**src/rtl/aurora_tx_scheduler_if.sv**
```systemverilog
// Bundle of signals between the Aurora TX scheduler, its packet sources and the TX FIFO.
// The scheduler connects through the master modport; the environment uses the slave modport.
interface aurora_tx_scheduler_if #(
  parameter int NUM_REQ = 2,
  parameter int DW      = 256
);
  localparam int IDW = (NUM_REQ > 1) ? $clog2(NUM_REQ) : 1;

  logic                    channel_up;
  logic                    full;
  logic [DW-1:0]           din;
  logic                    wr_en;
  logic [NUM_REQ-1:0]      req_valid;
  logic [NUM_REQ*DW-1:0]   req_data;
  logic [NUM_REQ-1:0]      req_last;
  logic [NUM_REQ-1:0]      req_ready;
  logic                    busy;
  logic [IDW-1:0]          grant_id;

  modport master (
    input  channel_up, full, req_valid, req_data, req_last,
    output din, wr_en, req_ready, busy, grant_id
  );

  modport slave (
    output channel_up, full, req_valid, req_data, req_last,
    input  din, wr_en, req_ready, busy, grant_id
  );
endinterface

```
**src/rtl/aurora_tx_scheduler.sv**
```systemverilog
// Round-robin scheduler sharing one Aurora TX FIFO between NUM_REQ packet sources.
// Each granted packet is framed as HEADER, payload words, TRAILER through a single
// output register (din/out_valid) that supports back-to-back writes.
//
// state    | meaning
// ---------+-----------------------------------------------------------
// ST_IDLE  | no packet in flight; arbitrate when channel_up
// ST_HDR   | source granted; waiting for slot to load the header
// ST_PAY   | forwarding payload words of the granted source
// ST_TRL   | last payload word taken; waiting for slot to load trailer
module aurora_tx_scheduler #(
  parameter int NUM_REQ = 2,
  parameter int DW      = 256
) (
  input  logic                   user_clk,
  input  logic                   peripheral_reset,
  aurora_tx_scheduler_if.master  bus
);

  localparam int IDW = (NUM_REQ > 1) ? $clog2(NUM_REQ) : 1;
  localparam logic [IDW:0] NR_W = (IDW+1)'(NUM_REQ);

  localparam logic [1:0] ST_IDLE = 2'd0;
  localparam logic [1:0] ST_HDR  = 2'd1;
  localparam logic [1:0] ST_PAY  = 2'd2;
  localparam logic [1:0] ST_TRL  = 2'd3;

  logic [1:0]          state_q, state_d;
  logic                out_valid_q, out_valid_d;
  logic [DW-1:0]       din_q, din_d;
  logic [IDW-1:0]      grant_q, grant_d;
  logic [IDW-1:0]      rr_ptr_q, rr_ptr_d;
  logic [15:0]         word_cnt_q, word_cnt_d;
  logic [15:0]         seq_q [NUM_REQ];
  logic [15:0]         seq_d [NUM_REQ];

  logic                slot_free;
  logic                wr_en;
  logic                load;
  logic [DW-1:0]       load_word;
  logic [NUM_REQ-1:0]  ready_vec;

  logic [2*NUM_REQ-1:0] rot_valid_dbl;
  logic [NUM_REQ-1:0]   rot_valid;
  logic [IDW-1:0]       pick_off;
  logic [IDW:0]         pick_sum;
  logic [IDW-1:0]       pick_id;
  logic                 pick_found;
  logic [IDW:0]         rr_next_sum;
  logic [IDW-1:0]       rr_next;

  logic                cur_valid;
  logic                cur_last;
  logic [DW-1:0]       cur_data;
  logic [15:0]         cur_seq;
  logic [DW-1:0]       hdr_word;
  logic [DW-1:0]       trl_word;

  // A word leaves the slot whenever it is valid and the FIFO has room; the slot may
  // be refilled in that same cycle.
  assign wr_en     = out_valid_q & ~bus.full;
  assign slot_free = ~out_valid_q | ~bus.full;

  // Round-robin search: rotate the valids so bit k is source (rr_ptr + k) mod NUM_REQ
  always_comb begin
    rot_valid_dbl = {bus.req_valid, bus.req_valid} >> rr_ptr_q;
    rot_valid     = rot_valid_dbl[NUM_REQ-1:0];
    pick_found    = 1'b0;
    pick_off      = '0;
    for (int k = NUM_REQ-1; k >= 0; k--) begin
      if (rot_valid[k]) begin
        pick_found = 1'b1;
        pick_off   = IDW'(k);
      end
    end
    pick_sum = {1'b0, rr_ptr_q} + {1'b0, pick_off};
    if (pick_sum >= NR_W) begin
      pick_sum = pick_sum - NR_W;
    end
    pick_id = pick_sum[IDW-1:0];
  end

  // Pointer for the next arbitration: the source after the one just served
  always_comb begin
    rr_next_sum = {1'b0, grant_q} + {{IDW{1'b0}}, 1'b1};
    if (rr_next_sum >= NR_W) begin
      rr_next = '0;
    end else begin
      rr_next = rr_next_sum[IDW-1:0];
    end
  end

  // Select the granted source's handshake, data and sequence number
  always_comb begin
    cur_valid = 1'b0;
    cur_last  = 1'b0;
    cur_data  = '0;
    cur_seq   = '0;
    for (int i = 0; i < NUM_REQ; i++) begin
      if (grant_q == IDW'(i)) begin
        cur_valid = bus.req_valid[i];
        cur_last  = bus.req_last[i];
        cur_data  = bus.req_data[i*DW +: DW];
        cur_seq   = seq_q[i];
      end
    end
  end

  // Build header and trailer framing words for the granted source
  always_comb begin
    hdr_word                = '0;
    hdr_word[DW-1  -: 8]    = 8'hA5;
    hdr_word[DW-9  -: 8]    = 8'(grant_q);
    hdr_word[DW-17 -: 16]   = cur_seq;
    trl_word                = '0;
    trl_word[DW-1  -: 8]    = 8'h5A;
    trl_word[DW-9  -: 8]    = 8'(grant_q);
    trl_word[DW-17 -: 16]   = cur_seq;
    trl_word[DW-33 -: 16]   = word_cnt_q;
  end

  // Packet framing FSM: arbitration, header, payload forwarding, trailer
  always_comb begin
    state_d    = state_q;
    grant_d    = grant_q;
    rr_ptr_d   = rr_ptr_q;
    word_cnt_d = word_cnt_q;
    seq_d      = seq_q;
    load       = 1'b0;
    load_word  = din_q;
    ready_vec  = '0;
    case (state_q)
      ST_IDLE: begin
        if (bus.channel_up && pick_found) begin
          grant_d    = pick_id;
          word_cnt_d = '0;
          state_d    = ST_HDR;
        end
      end
      ST_HDR: begin
        if (slot_free) begin
          load      = 1'b1;
          load_word = hdr_word;
          state_d   = ST_PAY;
        end
      end
      ST_PAY: begin
        for (int i = 0; i < NUM_REQ; i++) begin
          ready_vec[i] = slot_free && (grant_q == IDW'(i));
        end
        if (cur_valid && slot_free) begin
          load      = 1'b1;
          load_word = cur_data;
          if (word_cnt_q != 16'hFFFF) begin
            word_cnt_d = word_cnt_q + 16'd1;
          end
          if (cur_last) begin
            state_d = ST_TRL;
          end
        end
      end
      ST_TRL: begin
        if (slot_free) begin
          load      = 1'b1;
          load_word = trl_word;
          for (int i = 0; i < NUM_REQ; i++) begin
            if (grant_q == IDW'(i)) begin
              seq_d[i] = seq_q[i] + 16'd1;
            end
          end
          rr_ptr_d = rr_next;
          state_d  = ST_IDLE;
        end
      end
      default: begin
        state_d = ST_IDLE;
      end
    endcase
  end

  // Output slot: load wins, otherwise a written word empties the slot; din holds otherwise
  always_comb begin
    if (load) begin
      out_valid_d = 1'b1;
      din_d       = load_word;
    end else begin
      out_valid_d = out_valid_q & ~wr_en;
      din_d       = din_q;
    end
  end

  // State registers; reset drops any packet in flight without a trailer
  always_ff @(posedge user_clk or posedge peripheral_reset) begin
    if (peripheral_reset) begin
      state_q     <= ST_IDLE;
      out_valid_q <= 1'b0;
      din_q       <= '0;
      grant_q     <= '0;
      rr_ptr_q    <= '0;
      word_cnt_q  <= '0;
      for (int i = 0; i < NUM_REQ; i++) begin
        seq_q[i] <= '0;
      end
    end else begin
      state_q     <= state_d;
      out_valid_q <= out_valid_d;
      din_q       <= din_d;
      grant_q     <= grant_d;
      rr_ptr_q    <= rr_ptr_d;
      word_cnt_q  <= word_cnt_d;
      for (int i = 0; i < NUM_REQ; i++) begin
        seq_q[i] <= seq_d[i];
      end
    end
  end

  assign bus.din       = din_q;
  assign bus.wr_en     = wr_en;
  assign bus.req_ready = ready_vec;
  assign bus.busy      = (state_q != ST_IDLE);
  assign bus.grant_id  = grant_q;

endmodule

```
**src/flat_wrapper.sv**
```systemverilog
// flat-port wrapper written by rule: the top's interface ports become plain ports
module aurora_tx_scheduler_flat 
#(
  parameter int NUM_REQ = 2,
  parameter int DW      = 256
)
  (user_clk, peripheral_reset, bus_channel_up, bus_full, bus_req_valid, bus_req_data, bus_req_last, bus_din, bus_wr_en, bus_req_ready, bus_busy, bus_grant_id);
  aurora_tx_scheduler_if #(.NUM_REQ(NUM_REQ), .DW(DW)) bus_i ();
  input  logic user_clk;
  input  logic peripheral_reset;
  input wire logic [$bits(bus_i.channel_up)-1:0] bus_channel_up;
  input wire logic [$bits(bus_i.full)-1:0] bus_full;
  input wire logic [$bits(bus_i.req_valid)-1:0] bus_req_valid;
  input wire logic [$bits(bus_i.req_data)-1:0] bus_req_data;
  input wire logic [$bits(bus_i.req_last)-1:0] bus_req_last;
  output wire logic [$bits(bus_i.din)-1:0] bus_din;
  output wire logic [$bits(bus_i.wr_en)-1:0] bus_wr_en;
  output wire logic [$bits(bus_i.req_ready)-1:0] bus_req_ready;
  output wire logic [$bits(bus_i.busy)-1:0] bus_busy;
  output wire logic [$bits(bus_i.grant_id)-1:0] bus_grant_id;
  assign bus_i.channel_up = bus_channel_up;
  assign bus_i.full = bus_full;
  assign bus_i.req_valid = bus_req_valid;
  assign bus_i.req_data = bus_req_data;
  assign bus_i.req_last = bus_req_last;
  assign bus_din = bus_i.din;
  assign bus_wr_en = bus_i.wr_en;
  assign bus_req_ready = bus_i.req_ready;
  assign bus_busy = bus_i.busy;
  assign bus_grant_id = bus_i.grant_id;
  aurora_tx_scheduler #(.NUM_REQ(NUM_REQ), .DW(DW)) u_core (.user_clk(user_clk), .peripheral_reset(peripheral_reset), .bus(bus_i));
endmodule
```
**config.mk**
```make
export PLATFORM = sky130hd
export DESIGN_NAME = aurora_tx_scheduler_flat
export DESIGN_NICKNAME = d
export VERILOG_FILES = /design/src/rtl/aurora_tx_scheduler_if.sv /design/src/rtl/aurora_tx_scheduler.sv /design/src/flat_wrapper.sv
export SDC_FILE = /design/constraint.sdc
export NUM_CORES = 1
export LEC_CHECK = 0
export CAP_MARGIN = 20
export CORE_AREA = 10 10 298 300
export CTS_CLUSTER_DIAMETER = 80
export DETAILED_ROUTE_END_ITERATION = 8
export DIE_AREA = 0 0 308 310
export PLACE_DENSITY = 0.54
export RECOVER_POWER = 100
export SLEW_MARGIN = 20
export SYNTH_ARGS = -nofsm -noshare
export SYNTH_HDL_FRONTEND = slang
export SYNTH_SLANG_ARGS = --single-unit
```
**constraint.sdc**
```tcl
create_clock -name user_clk -period 14.7 [get_ports user_clk]
set_clock_uncertainty 0.05 [all_clocks]
set_input_delay 2.94 -clock user_clk [delete_from_list [all_inputs] [get_ports user_clk]]
set_output_delay 2.94 -clock user_clk [all_outputs]
set_load 0.02 [all_outputs]
```
After elaboration in Yosys (flattened, before gate mapping)
Index checks and enable logic that the tools add are counted.
{"block": "op_classes", "n_reduce_logical": 16, "n_eq_ne": 10, "magnitude_cmp": 2, "n_mux": 28, "bitwise_logic": 7, "shift": 1, "n_addsub": 6}
{"cell": "256-bit two-way mux", "count": 4}
{"cell": "256-bit case mux with 3 select lines", "count": 1}
{"cell": "16-bit two-way mux", "count": 4}
{"cell": "16-bit by 1-bit adder with 16-bit output (second input constant)", "count": 3}
{"cell": "16-bit case mux with 2 select lines", "count": 1}
{"cell": "16-bit inequality test (second input constant)", "count": 1}
{"cell": "2-bit two-way mux", "count": 6}
{"cell": "2-bit by 1-bit inequality test with 1-bit output (second input constant)", "count": 6}
{"cell": "1-bit two-way mux", "count": 10}
{"cell": "5-bit AND reduction", "count": 2}
{"cell": "2-bit case mux with 4 select lines", "count": 1}
{"cell": "3-bit AND reduction", "count": 2}
{"cell": "2-bit equality test (second input constant)", "count": 2}
{"cell": "2-bit greater-or-equal comparator (second input constant)", "count": 2}
{"cell": "1-bit logical AND", "count": 4}
{"cell": "1-bit NOT", "count": 4}
{"cell": "2-bit AND reduction", "count": 2}
{"cell": "4-bit AND reduction", "count": 1}
{"cell": "2-bit nonzero test", "count": 2}
{"cell": "4-bit by 1-bit >> shifter with 2-bit output", "count": 1}
{"cell": "3-bit nonzero test", "count": 1}
{"cell": "1-bit by 1-bit adder with 2-bit output", "count": 1}
{"cell": "1-bit by 1-bit adder with 2-bit output (second input constant)", "count": 1}
{"cell": "1-bit AND", "count": 2}
{"cell": "6 further kinds", "count": 6}
{"block": "totals", "word_cells": 78, "in_bits": 520, "regBits": 309, "output_inout_bits": 261}

Longest topological paths before layout
Gate-level depths: netlist of run 1.
{"block": "logic_depth", "depth_word": 6, "mapped_depth": 11, "depth_no_buf": 7}

Least setup slack after synthesis of run 1
OpenSTA, ideal clock, no wires.
{"block": "synth_path", "path_type": "input-to-output", "start": "input port bus_full", "end": "output port bus_req_ready[0]", "path_buffers": 0, "t_arrival_ps": 3572, "required_ps": 11710, "cell_stages": 2, "slack_ps": 8138, "cell_sequence": "and2_1 -> nor3_1"}
{"block": "synth_between", "elab_chain_cells": 4}
{"item": "from (decl)", "line_no": "flat_wrapper.sv:12", "rtl": "input wire logic [$bits(bus_i.full)-1:0] bus_full;"}
{"item": "1-bit NOT", "line_no": "aurora_tx_scheduler.sv:62", "rtl": "assign slot_free = ~out_valid_q | ~bus.full;"}
{"item": "1-bit OR", "line_no": "aurora_tx_scheduler.sv:62"}
{"item": "1-bit logical AND", "line_no": "aurora_tx_scheduler.sv:149", "rtl": "ready_vec[i] = slot_free && (grant_q == IDW'(i));"}
{"item": "2-bit two-way mux", "line_no": "aurora_tx_scheduler.sv:132", "rtl": "case (state_q)"}
{"item": "to (decl)", "line_no": "flat_wrapper.sv:18", "rtl": "output wire logic [$bits(bus_i.req_ready)-1:0] bus_req_ready;"}
No other way between the ends.

==> results of run 1 <==
## synthesized netlist by cell type, drive strengths merged, types with 13 or more instances
| library cell | instances |
|---|---|
| a22oi | 16 |
| and3 | 13 |
| buf | 86 |
| clkbuf | 42 |
| dfrtp | 309 |
| mux2 | 25 |
| mux2i | 253 |
| nand2 | 280 |
| nand3 | 19 |
| nor2 | 20 |
| o21ai | 52 |
| o22a | 15 |
| o31ai | 216 |
| xnor2 | 17 |
| xor2 | 13 |
## through the flow
step,cells,setup slack (ns)
5_1_grt,3294,3.53
3_3_place_gp,3218,7.05
3_5_place_dp,3218,7.08
2_1_floorplan,1471,3.17
4_1_cts,3292,7.06
6_report,3295,5.04
## worst max-delay path by stage
stage	from	end	slack (ns)	cells after the start
after global placement	bus_full	bus_req_ready[0]	7.05	4
after CTS	bus_full	bus_req_ready[0]	7.06	4
after global routing	peripheral_reset	u_core.bus.din[183]$_DFFE_PP0P_	3.53	4
final	peripheral_reset	u_core.bus.din[186]$_DFFE_PP0P_	5.04	4
after floorplan	peripheral_reset	u_core.bus.din[0]$_DFFE_PP0P_	3.17	1
after detailed placement	bus_full	bus_req_ready[0]	7.08	4
## worst max-delay path: cells and delay by family
kind	cells	cell delay [ns]
buffers and inverters	4	7.02
## state kept, by name, summed over array words and instances, names as in the netlist
register	count
u_core.word_cnt_q	16
u_core.bus.grant_id	1
u_core.out_valid_q	1
u_core.bus.din	256
u_core.seq_q	32
u_core.state_q	2
u_core.rr_ptr_q	1
## cells by family after synthesis
| group | count (synthesis) | synth area share [%] |
|---|---|---|
| flops | 309 | 49.7 |
| mux | 278 | 18.2 |
| fa+ha+maj | 7 | 0.563 |
| buf+inv | 136 | 4.00 |
| compound gates | 341 | 15.9 |
| xor+xnor | 30 | 1.69 |
| simple gates | 370 | 10.0 |
## cells in the final DEF (no fill, tap or decap), types with 7 or more instances in the layout
cell	count
sky130_fd_sc_hd__a21oi_1	7
sky130_fd_sc_hd__a22oi_1	16
sky130_fd_sc_hd__and3_1	13
sky130_fd_sc_hd__buf_4	9
sky130_fd_sc_hd__clkbuf_1	9
sky130_fd_sc_hd__clkbuf_16	42
sky130_fd_sc_hd__clkbuf_8	10
sky130_fd_sc_hd__clkdlybuf4s50_1	517
sky130_fd_sc_hd__clkinv_2	7
sky130_fd_sc_hd__dfrtp_1	309
sky130_fd_sc_hd__dlygate4sd3_1	263
sky130_fd_sc_hd__mux2_2	23
sky130_fd_sc_hd__mux2i_1	253
sky130_fd_sc_hd__nand2_1	280
sky130_fd_sc_hd__nand3_1	19
sky130_fd_sc_hd__nand4_1	9
sky130_fd_sc_hd__nor2_1	19
sky130_fd_sc_hd__o21ai_0	51
sky130_fd_sc_hd__o22a_1	15
sky130_fd_sc_hd__o31ai_1	216
sky130_fd_sc_hd__xnor2_1	17
sky130_fd_sc_hd__xor2_1	13
## power groups by stage
| stage | Combinational [mW] | Sequential [mW] | Clock (mW) |
|---|---|---|---|
| global placement | 2.97 | 1.46 | 0 |
| global route | 3.07 | 1.49 | 1.10 |
| floorplan | 1.38 | 1.81 | 0 |
| finish | 2.83 | 1.44 | 1.02 |
| CTS | 3.01 | 1.46 | 1.06 |
| detailed placement | 3.00 | 1.47 | 0 |
## per-layer routing
metal  vias up  GRT usage (%)
met2       495           24.2
met4        10           3.51
li1       6780              -
met5         -              0
met1      6835           16.1
met3        81           4.56
## cell type report
type | count | area [um^2] | area share, %
antenna | 3 | 7.51 | 0.0293
clock buffer | 58 | 1210 | 4.72
clock inverter | 16 | 176 | 0.688
inverter | 8 | 36.3 | 0.141
multi-input combinational | 1026 | 7180 | 28.0
sequential | 309 | 7730 | 30.2
tap | 1080 | 1350 | 5.27
timing repair buffer | 795 | 7950 | 31.0
==> impl_metrics.sql, run 1 <==
INSERT INTO impl_metrics (metric_group, metric, value, unit) VALUES
('floorplanning', 'initial_utilization', '18.8', '%'),
('power_and_ir_drop', 'power-per-cell-area', '206', 'nW/um^2'),
('logic_synthesis', 'post_synth_main_area_contributors', 'sky130_fd_sc_hd__dfrtp_1 50%, sky130_fd_sc_hd__mux2i_1 16%, sky130_fd_sc_hd__o31ai_1 10%', ''),
('logic_synthesis', 'ys_ff_latch', '309', ''),
('logic_synthesis', 'ys_seq_area_share', '49.7', '%'),
('detailed_routing', 'wl_per_cell', '21.1', 'um'),
('setup_path', 'criticalPathCategory', 'in2async', ''),
('setup_path', 'end_kind', 'async pin', ''),
('worst_hold_path', 'holdPathEnd', 'u_core.bus.din[18]$_DFFE_PP0P_', ''),
('placement', 'finalWeightedCongestion', '0.804', ''),
('placement', 'placement.cell_area', '24300', 'um^2'),
('cts', 'cts.sink_count', '309', ''),
('logic_synthesis', 'synth.yosys.warnings', '0', ''),
('setup_path', 'slowest_delay', '2.85', 'ns'),
('timing', 'finalHoldViolations', '0', ''),
('power_and_ir_drop', 'share_of_total_power_in_the_clock_network', '19.3', '%'),
('logic_synthesis', 'count_of_flip_flops_with_a_built_in_enable_after_synthesis', '0', ''),
('power_and_ir_drop', 'power.combinational.fraction', '53.5', '%'),
('power_and_ir_drop', 'leakage', '11.5', 'nW'),
('detailed_routing', 'drt_first_pass_iters', '5', ''),
('power_and_ir_drop', 'max-vdd-ir-drop', '0.197', 'mV'),
('detailed_routing', 'drt-total-wl', '69700', 'um'),
('grt', 'global_route_wire_length_before_repair', '101000', 'um'),
('layout', 'filler_cell_count', '8474', ''),
('layout', 'layout-area-overhead-vs-synth', '64.8', '%'),
('timing', 'hold_ws', '0.416', 'ns'),
('setup_path', 'timing.critical_path.cells', 'dlygate4sd3_1 -> clkinvlp_2 -> clkbuf_1 -> buf_4', ''),
('grt', 'grt_pass1_vias', '15000', ''),
('setup_path', 'path_max_fanout', '112', ''),
('timing', 'worst_pin_slew', '5.15', 'ns'),
('timing', 'maxSlewHeadroom', '-246', '%'),
('cts', 'cts_tree', 'done', ''),
('logic_synthesis', 'avg_cell_area_syn', '10.6', 'um^2'),
('cts', 'post_cts.repair.setup_buffers', '0', ''),
('grt', 'globalRouteTotalUtil', '13.8', '%'),
('floorplanning', 'placementRows', '106', ''),
('outcome', 'violations', 'capacitance limit, slew limit', ''),
('grt', 'grt_start_max_net_pins', '229', ''),
('timing', 'final_period_minus_worst_setup_slack', '9.66', 'ns'),
('timing', 'max_freq', '103', 'MHz'),
('timing', 'post-route-period-util', '65.7', '%'),
('worst_hold_path', 'worst_hold_path_type', 'reg2reg', ''),
('detailed_routing', 'wl_met3', '5810', 'um'),
('cts', 'hold_buffers', '0', ''),
('power_and_ir_drop', 'internal-power', '2.94', 'mW'),
('layout', 'final_core_util', '30.9', '%'),
('logic_synthesis', 'yosysUniqueCellTypes', '54', ''),
('layout', 'post-route-cell-area', '25600', 'um^2'),
('power_and_ir_drop', 'power.total', '5.28', 'mW'),
('job', 'maxCapViolations', '4', ''),
('outcome', 'run_status', 'complete, but fails checks', ''),
('timing', 'timing_max_transition_violations_final', '296', ''),
('detailed_routing', 'route.detailed.vias_per_inst', '4.31', ''),
('cts', 'postCtsResizedCells', '0', ''),
('cts', 'clkTransAtPathRegs', '0.05', 'ns'),
('logic_synthesis', 'postSynth.asyncResetShare', '100', '%'),
('grt', 'grt.overflow.total', '0', ''),
('logic_synthesis', 'synth.cell_area', '15600', 'um^2'),
('setup_path', 'timing.critical_path.required', '15.20', 'ns'),
('cts', 'htreeDepth', '2', ''),
('timing', 'rsz_0062_raised_after_global_routing', 'false', ''),
('worst_hold_path', 'min_delay_path_depth', '2', ''),
('logic_synthesis', 'synthFlopType', 'sky130_fd_sc_hd__dfrtp_1', ''),
('power_and_ir_drop', 'power.net_switching', '2.35', 'mW'),
('worst_hold_path', 'hold_start', 'u_core.bus.din[18]$_DFFE_PP0P_', ''),
('cts', 'clock_insertion_delay_worst_skew', '0.56', 'ns'),
('detailed_routing', 'detailroute.via_count', '14200', ''),
('detailed_routing', 'drt_first_iter_violations', '845', ''),
('floorplanning', 'floorplan.core_area', '82900', 'um^2'),
('setup_path', 'r2r_cells', '7', ''),
('logic_synthesis', 'synth_fp_nets', '1998', '');
(Power assumes the default switching activity.)
==> run 2: changes to the inputs <==
Clock period 14.7 ns to 8.9 ns, I/O delays scaled along.
==> run 2 against run 1 <==
Effect of this change: the flow still finishes with violations (capacitance limit, slew limit); first-iteration DRC count is 11% lower; flip-flop and latch count stayed put; sequential share of layout area is 0.18 points lower; clock-buffer cell count is 2 lower; global-route usage is 0.38 points lower; largest power group unchanged; core utilization is 0.21 points higher; final area is 0.66% higher; worst setup slack worse by 1.7 ns; via count is 0.17% lower; power is 69% higher; final cell count hardly changed.
==> impl_metrics.sql, run 2 (same netlist as run 1, synthesis figures left out) <==
INSERT INTO impl_metrics (metric_group, metric, value, unit) VALUES
('setup_path', 'worst_path_max_delay_cell', 'sky130_fd_sc_hd__nand3_1', ''),
('floorplanning', 'design.die.area', '95500', 'um^2'),
('cts', 'cts_tree', 'done', ''),
('timing', 'maxSlewHeadroom', '-40.2', '%'),
('floorplanning', 'die_height', '310', 'um'),
('layout', 'final_nets', '2710', ''),
('detailed_routing', 'drc_errors', '0', ''),
('layout', 'most_frequent_cells_in_the_layout', '517 x sky130_fd_sc_hd__clkdlybuf4s50_1, 308 x sky130_fd_sc_hd__dfrtp_1, 280 x sky130_fd_sc_hd__nand2_1', ''),
('outcome', 'run_status', 'complete, but fails checks', ''),
('cts', 'clock_path_buffers', '3', ''),
('cts', 'cts_inserted_buffers', '41', ''),
('setup_path', 'timing.critical_path.cells', 'dlygate4sd3_1 -> mux2i_1 -> a21oi_1 -> nand3_1 -> buf_12 -> buf_4 -> o31ai_1', ''),
('cts', 'htreeDepth', '2', ''),
('detailed_routing', 'drt_first_pass_iters', '5', ''),
('floorplanning', 'floorplan.core_area', '82900', 'um^2'),
('layout', 'post_route_cells_drive_above_1_share', '5.33', '%'),
('grt', 'number_of_antenna_violations_at_the_first_check_in_global_routing', '7', ''),
('timing', 'finalHoldViolations', '0', ''),
('setup_path', 'end_kind', 'flip-flop', ''),
('job', 'maxCapViolations', '2', ''),
('detailed_routing', 'detailroute.via_count', '14200', ''),
('placement', 'placement.cell_area', '24300', 'um^2'),
('floorplanning', 'placementRows', '106', ''),
('setup_path', 'timing.critical_path.required', '9.24', 'ns'),
('layout', 'largest_reg_flops', '256', ''),
('power_and_ir_drop', 'leakage', '11.6', 'nW'),
('detailed_routing', 'drt-total-wl', '68800', 'um'),
('grt', 'grt_pass1_vias', '14900', ''),
('detailed_routing', 'drt.antenna.violating_nets', '0', ''),
('cts', 'hold_buffers', '0', ''),
('timing', 'final_period_minus_worst_setup_slack', '5.61', 'ns'),
('cts', 'clock_insertion_delay_worst_skew', '0.54', 'ns'),
('grt', 'grt.overflow.total', '0', ''),
('detailed_routing', 'wl_per_cell', '20.9', 'um'),
('grt', 'globalRouteTotalUtil', '13.4', '%'),
('layout', 'layout-area-overhead-vs-synth', '65.9', '%'),
('timing', 'worst_slack', '3.29', 'ns'),
('placement', 'placement.io_buffers', '780', ''),
('setup_path', 'slowest_delay', '1.53', 'ns'),
('setup_path', 'criticalPathCategory', 'in2reg', ''),
('setup_path', 'timing.critical_path.from_type', 'primary input', ''),
('timing', 'max_freq', '178', 'MHz'),
('placement', 'preCtsSetupSlack', '3.68', 'ns'),
('layout', 'layout_commonest_cell', 'sky130_fd_sc_hd__clkdlybuf4s50_1', ''),
('cts', 'post_cts.repair.setup_buffers', '0', ''),
('timing', 'fin_setup_tns', '0', 'ns'),
('floorplanning', 'die_w', '308', 'um'),
('power_and_ir_drop', 'power-per-cell-area', '346', 'nW/um^2'),
('power_and_ir_drop', 'max-vdd-ir-drop', '0.264', 'mV'),
('placement', 'detailed_place_hpwl', '54400', 'um'),
('timing', 'timing_max_transition_violations_final', '86', ''),
('cts', 'clkTransAtPathRegs', '0.06', 'ns'),
('timing', 'setup_viol', '0', ''),
('cts', 'postCtsResizedCells', '0', ''),
('timing', 'rsz_0062_raised_after_global_routing', 'false', ''),
('layout', 'final_core_util', '31.1', '%'),
('detailed_routing', 'drt_first_iter_violations', '751', ''),
('cts', 'cts.sink_count', '309', ''),
('placement', 'finalWeightedCongestion', '0.831', ''),
('setup_path', 'path_max_fanout', '124', ''),
('worst_hold_path', 'worst_hold_path_type', 'reg2reg', ''),
('setup_path', 'timing.critical_path.arrival', '5.95', 'ns'),
('detailed_routing', 'route.detailed.vias_per_inst', '4.31', ''),
('cts', 'clock-root-buffer', 'sky130_fd_sc_hd__clkbuf_16', ''),
('layout', 'post-route-cell-area', '25800', 'um^2'),
('floorplanning', 'design.portCount', '781', ''),
('floorplanning', 'initial_utilization', '18.8', '%'),
('outcome', 'violations', 'capacitance limit, slew limit', ''),
('grt', 'global_route_wire_length_before_repair', '98200', 'um'),
('grt', 'grt_start_max_net_pins', '185', ''),
('timing', 'worst_pin_slew', '2.10', 'ns'),
('timing', 'post-route-period-util', '63.0', '%');
## run 2: worst max-delay path: cells and delay by family
kind	cells	cell delay (ns)
compound gates	2	0.31
mux	1	0.44
buf+inv	3	1.63
simple gates	1	1.53
## run 2: metrics by stage
| step | std cells | hold WS [ns] | power (mW) |
|---|---|---|---|
| after floorplan | 1471 | 0.391 | 5.27 |
| after global placement | 3219 | 0.410 | 7.39 |
| after detailed placement | 3219 | 0.415 | 7.48 |
| after CTS | 3291 | 0.422 | 9.33 |
| after global routing | 3293 | 0.436 | 9.52 |
| final | 3293 | 0.416 | 8.92 |
## run 2: per-layer routing
| metal | wire length, um | track usage [%] | part of all wire (%) |
|---|---|---|---|
| met4 | 2120 | 4.47 | 3.1 |
| met5 | 64 | 0 | 0.093 |
| met1 | 26800 | 15.4 | 39 |
| met3 | 5810 | 4.70 | 8.4 |
| met2 | 34000 | 23.1 | 49 |
## run 2: path summary, 6_finish.rpt
check / startpoint / end / slack (ns) / cells after the start
max: bus_req_valid[1] / u_core.bus.din[120]$_DFFE_PP0P_ / 3.29 / 7
min: u_core.bus.din[32]$_DFFE_PP0P_ / u_core.bus.din[32]$_DFFE_PP0P_ / 0.42 / 2
max reg2reg: u_core.bus.grant_id$_DFFE_PP0P_ / u_core.bus.din[120]$_DFFE_PP0P_ / 3.76 / 7
min reg2reg: u_core.bus.din[32]$_DFFE_PP0P_ / u_core.bus.din[32]$_DFFE_PP0P_ / 0.42 / 2
max in group asynchronous: peripheral_reset / u_core.bus.din[172]$_DFFE_PP0P_ / 5.28 / 3
min in group asynchronous: peripheral_reset / u_core.bus.din[37]$_DFFE_PP0P_ / 2.01 / 2
## run 2: power by group
part	switching, mW	internal, mW
Combinational	2.93	1.83
Sequential	0.352	2.00
Clock	0.651	1.16
## run 2: final cells by class
class	instances	area [um^2]
Multi-Input combinational cell	1026	7180
Fill cell	8449	57100
Clock inverter	16	270
Clock buffer	56	1210
Inverter	8	38.8
Tap cell	1080	1350
Sequential cell	309	7740
Timing Repair Buffer	797	8020
Antenna cell	1	2.50
==> run 3: changes to the inputs <==
Settings changed: CORE_AREA 10 10 298 300 to 10 10 295 297, DIE_AREA 0 0 308 310 to 0 0 305 307, PLACE_DENSITY 0.54 to 0.56.
Clock period 8.9 ns to 4.9 ns, I/O delays scaled along.
==> run 3 against run 2 <==
Effect of this change: the flow still finishes with violations (capacitance limit, slew limit); sequential power grew 81%; register-to-register slack lost 2.9 ns; critical endpoint is now u_core.bus.din[239]$_DFFE_PP0P_; final cell count grew 0.18%.
==> impl_metrics.sql, run 3 (same netlist as run 1, synthesis figures left out) <==
INSERT INTO impl_metrics (metric_group, metric, value, unit) VALUES
('timing', 'post-route-period-util', '81.5', '%'),
('timing', 'max_freq', '251', 'MHz'),
('timing', 'finalHoldViolations', '0', ''),
('setup_path', 'critical_path.top_delay_family', 'buffers and inverters', ''),
('floorplanning', 'floorplan.core_area', '81300', 'um^2'),
('detailed_routing', 'drt.antenna.violating_nets', '0', ''),
('power_and_ir_drop', 'netSwitchingFraction', '45.0', '%'),
('power_and_ir_drop', 'max-vdd-ir-drop', '0.424', 'mV'),
('grt', 'global_route_wire_length_before_repair', '102000', 'um'),
('timing', 'final_period_minus_worst_setup_slack', '3.99', 'ns'),
('timing', 'setup_viol', '0', ''),
('grt', 'globalRouteTotalUtil', '14.2', '%'),
('timing', 'maxSlewHeadroom', '-21.2', '%'),
('cts', 'clkTransAtPathRegs', '0.06', 'ns'),
('grt', 'grt.overflow.total', '0', ''),
('detailed_routing', 'drt_first_iter_violations', '822', ''),
('setup_path', 'slowest_delay', '1.27', 'ns'),
('cts', 'cts_tree', 'done', ''),
('placement', 'finalWeightedCongestion', '0.883', ''),
('detailed_routing', 'detailroute.via_count', '14200', ''),
('cts', 'clock-root-buffer', 'sky130_fd_sc_hd__clkbuf_16', ''),
('setup_path', 'end_kind', 'flip-flop', ''),
('power_and_ir_drop', 'power.combinational.fraction', '55.0', '%'),
('power_and_ir_drop', 'share_of_total_power_in_the_clock_network', '17.7', '%'),
('setup_path', 'worst_r2r_endpoint', 'u_core.bus.din[239]$_DFFE_PP0P_', ''),
('setup_path', 'criticalPathCategory', 'reg2reg', ''),
('worst_hold_path', 'worst_hold_path_type', 'reg2reg', ''),
('setup_path', 'timing.critical_path.required', '5.26', 'ns'),
('placement', 'placement.io_buffers', '780', ''),
('floorplanning', 'placementRows', '105', ''),
('setup_path', 'crit_path_start', 'u_core.state_q[0]$_DFFE_PP0P_', ''),
('outcome', 'violations', 'capacitance limit, slew limit', ''),
('layout', 'final_nets', '2729', ''),
('job', 'maxCapViolations', '3', ''),
('setup_path', 'r2r_slack', '0.91', 'ns'),
('floorplanning', 'die_height', '307', 'um'),
('power_and_ir_drop', 'power.net_switching', '7.05', 'mW'),
('placement', 'detailed_place_hpwl', '56600', 'um'),
('setup_path', 'timing.critical_path.arrival', '4.36', 'ns'),
('grt', 'grt_start_max_net_pins', '123', ''),
('detailed_routing', 'wl_per_cell', '21.3', 'um'),
('layout', 'layout-area-overhead-vs-synth', '64.6', '%'),
('cts', 'hold_buffers', '0', ''),
('timing', 'rsz_0062_raised_after_global_routing', 'false', ''),
('setup_path', 'critical_path_cell_count', '7', ''),
('timing', 'timing_max_transition_violations_final', '253', ''),
('detailed_routing', 'drc_errors', '0', ''),
('setup_path', 'timing.critical_path.cells', 'ha_1 -> clkbuf_1 -> nor3_1 -> a21oi_1 -> nand3_4 -> buf_2 -> mux2_1', ''),
('layout', 'most_frequent_cells_in_the_layout', '518 x sky130_fd_sc_hd__clkdlybuf4s50_1, 308 x sky130_fd_sc_hd__dfrtp_1, 280 x sky130_fd_sc_hd__nand2_1', ''),
('setup_path', 'timing.critical_path.from_type', 'flip-flop', ''),
('setup_path', 'path_max_fanout', '97', ''),
('power_and_ir_drop', 'power.sequential.fraction', '27.3', '%'),
('cts', 'cts_inserted_buffers', '39', ''),
('placement', 'preCtsSetupSlack', '1.15', 'ns'),
('floorplanning', 'design.die.area', '93600', 'um^2'),
('setup_path', 'r2r_cells', '7', ''),
('timing', 'hold_ws', '0.415', 'ns'),
('cts', 'clock_insertion_delay_worst_skew', '0.53', 'ns'),
('layout', 'post_route_cells_drive_above_1_share', '4.89', '%'),
('detailed_routing', 'route.detailed.vias_per_inst', '4.30', ''),
('cts', 'cts.sink_count', '309', ''),
('floorplanning', 'design.portCount', '781', ''),
('cts', 'post_cts.repair.setup_buffers', '0', ''),
('grt', 'number_of_antenna_violations_at_the_first_check_in_global_routing', '12', ''),
('cts', 'postCtsResizedCells', '0', ''),
('cts', 'htreeDepth', '2', ''),
('setup_path', 'worstPathBufferInverterCount', '2', ''),
('detailed_routing', 'drt-total-wl', '70400', 'um'),
('layout', 'largest_reg_flops', '256', ''),
('power_and_ir_drop', 'internal-power', '8.61', 'mW'),
('outcome', 'run_status', 'complete, but fails checks', ''),
('layout', 'layout_commonest_cell', 'sky130_fd_sc_hd__clkdlybuf4s50_1', ''),
('setup_path', 'worst_path_max_delay_cell', 'sky130_fd_sc_hd__buf_2', ''),
('timing', 'worst_slack', '0.909', 'ns'),
('floorplanning', 'die_w', '305', 'um'),
('power_and_ir_drop', 'leakage', '11.5', 'nW'),
('detailed_routing', 'drt_first_pass_iters', '5', ''),
('setup_path', 'cp-endpoint', 'u_core.bus.din[239]$_DFFE_PP0P_', ''),
('grt', 'grt_pass1_vias', '15100', ''),
('power_and_ir_drop', 'power-per-cell-area', '611', 'nW/um^2'),
('cts', 'clock_path_buffers', '3', ''),
('floorplanning', 'initial_utilization', '19.1', '%'),
('timing', 'worst_pin_slew', '1.82', 'ns'),
('layout', 'final_core_util', '31.5', '%'),
('setup_path', 'regToRegStartpoint', 'u_core.state_q[0]$_DFFE_PP0P_', '');
[run 3: layer usage]
layer  wire [um]  track usage [%]
met2       34800             24.6
met5          48                0
met1       28400             16.8
met3        5950             5.00
met4        1150             2.77
[run 3: power groups by stage]
| stage | combinational, mW | sequential (mW) | clock, mW |
|---|---|---|---|
| 2_1_floorplan | 4.14 | 5.43 | 0 |
| 3_3_place_gp | 9.12 | 4.32 | 0 |
| 4_1_cts | 9.26 | 4.34 | 2.89 |
| 5_1_grt | 9.34 | 4.43 | 2.98 |
| 6_report | 8.62 | 4.27 | 2.76 |
| 3_5_place_dp | 9.24 | 4.37 | 0 |
[run 3: through the flow]
stage,cells,area (um^2),TNS [ns],power (mW)
floorplan,1471,15600,-75.07,9.57
CTS,3297,25700,0,16.5
detailed placement,3230,24500,0,13.6
global placement,3230,24500,0,13.4
global route,3298,25600,0,16.8
finish,3299,25600,0,15.7
[run 3: cell type report]
cell class	instances	area, um^2
Fill cell	8312	55700
Timing Repair Buffer	818	8060
Sequential cell	309	7740
Multi-Input combinational cell	1026	7210
Tap cell	1070	1340
Clock buffer	53	1100
Clock inverter	14	120
Inverter	8	38.8
Antenna cell	1	2.50
[run 3: worst reg2reg max path, cell delays in order (launching register included)]
cell	delay (ns)
sky130_fd_sc_hd__dfrtp_1	0.42
sky130_fd_sc_hd__ha_1	0.21
sky130_fd_sc_hd__clkbuf_1	0.54
sky130_fd_sc_hd__nor3_1	0.38
sky130_fd_sc_hd__a21oi_1	0.11
sky130_fd_sc_hd__nand3_4	0.46
sky130_fd_sc_hd__buf_2	1.28
sky130_fd_sc_hd__mux2_1	0.43
[run 3: worst min path at each step]
stage,from,to,cells after the start
2_1_floorplan,u_core.seq_q[31]$_DFFE_PP0P_,u_core.seq_q[31]$_DFFE_PP0P_,1
3_3_place_gp,u_core.seq_q[31]$_DFFE_PP0P_,u_core.seq_q[31]$_DFFE_PP0P_,1
3_5_place_dp,u_core.seq_q[31]$_DFFE_PP0P_,u_core.seq_q[31]$_DFFE_PP0P_,1
4_1_cts,u_core.seq_q[31]$_DFFE_PP0P_,u_core.seq_q[31]$_DFFE_PP0P_,1
5_1_grt,u_core.seq_q[31]$_DFFE_PP0P_,u_core.seq_q[31]$_DFFE_PP0P_,1
6_report,u_core.bus.din[5]$_DFFE_PP0P_,u_core.bus.din[5]$_DFFE_PP0P_,2
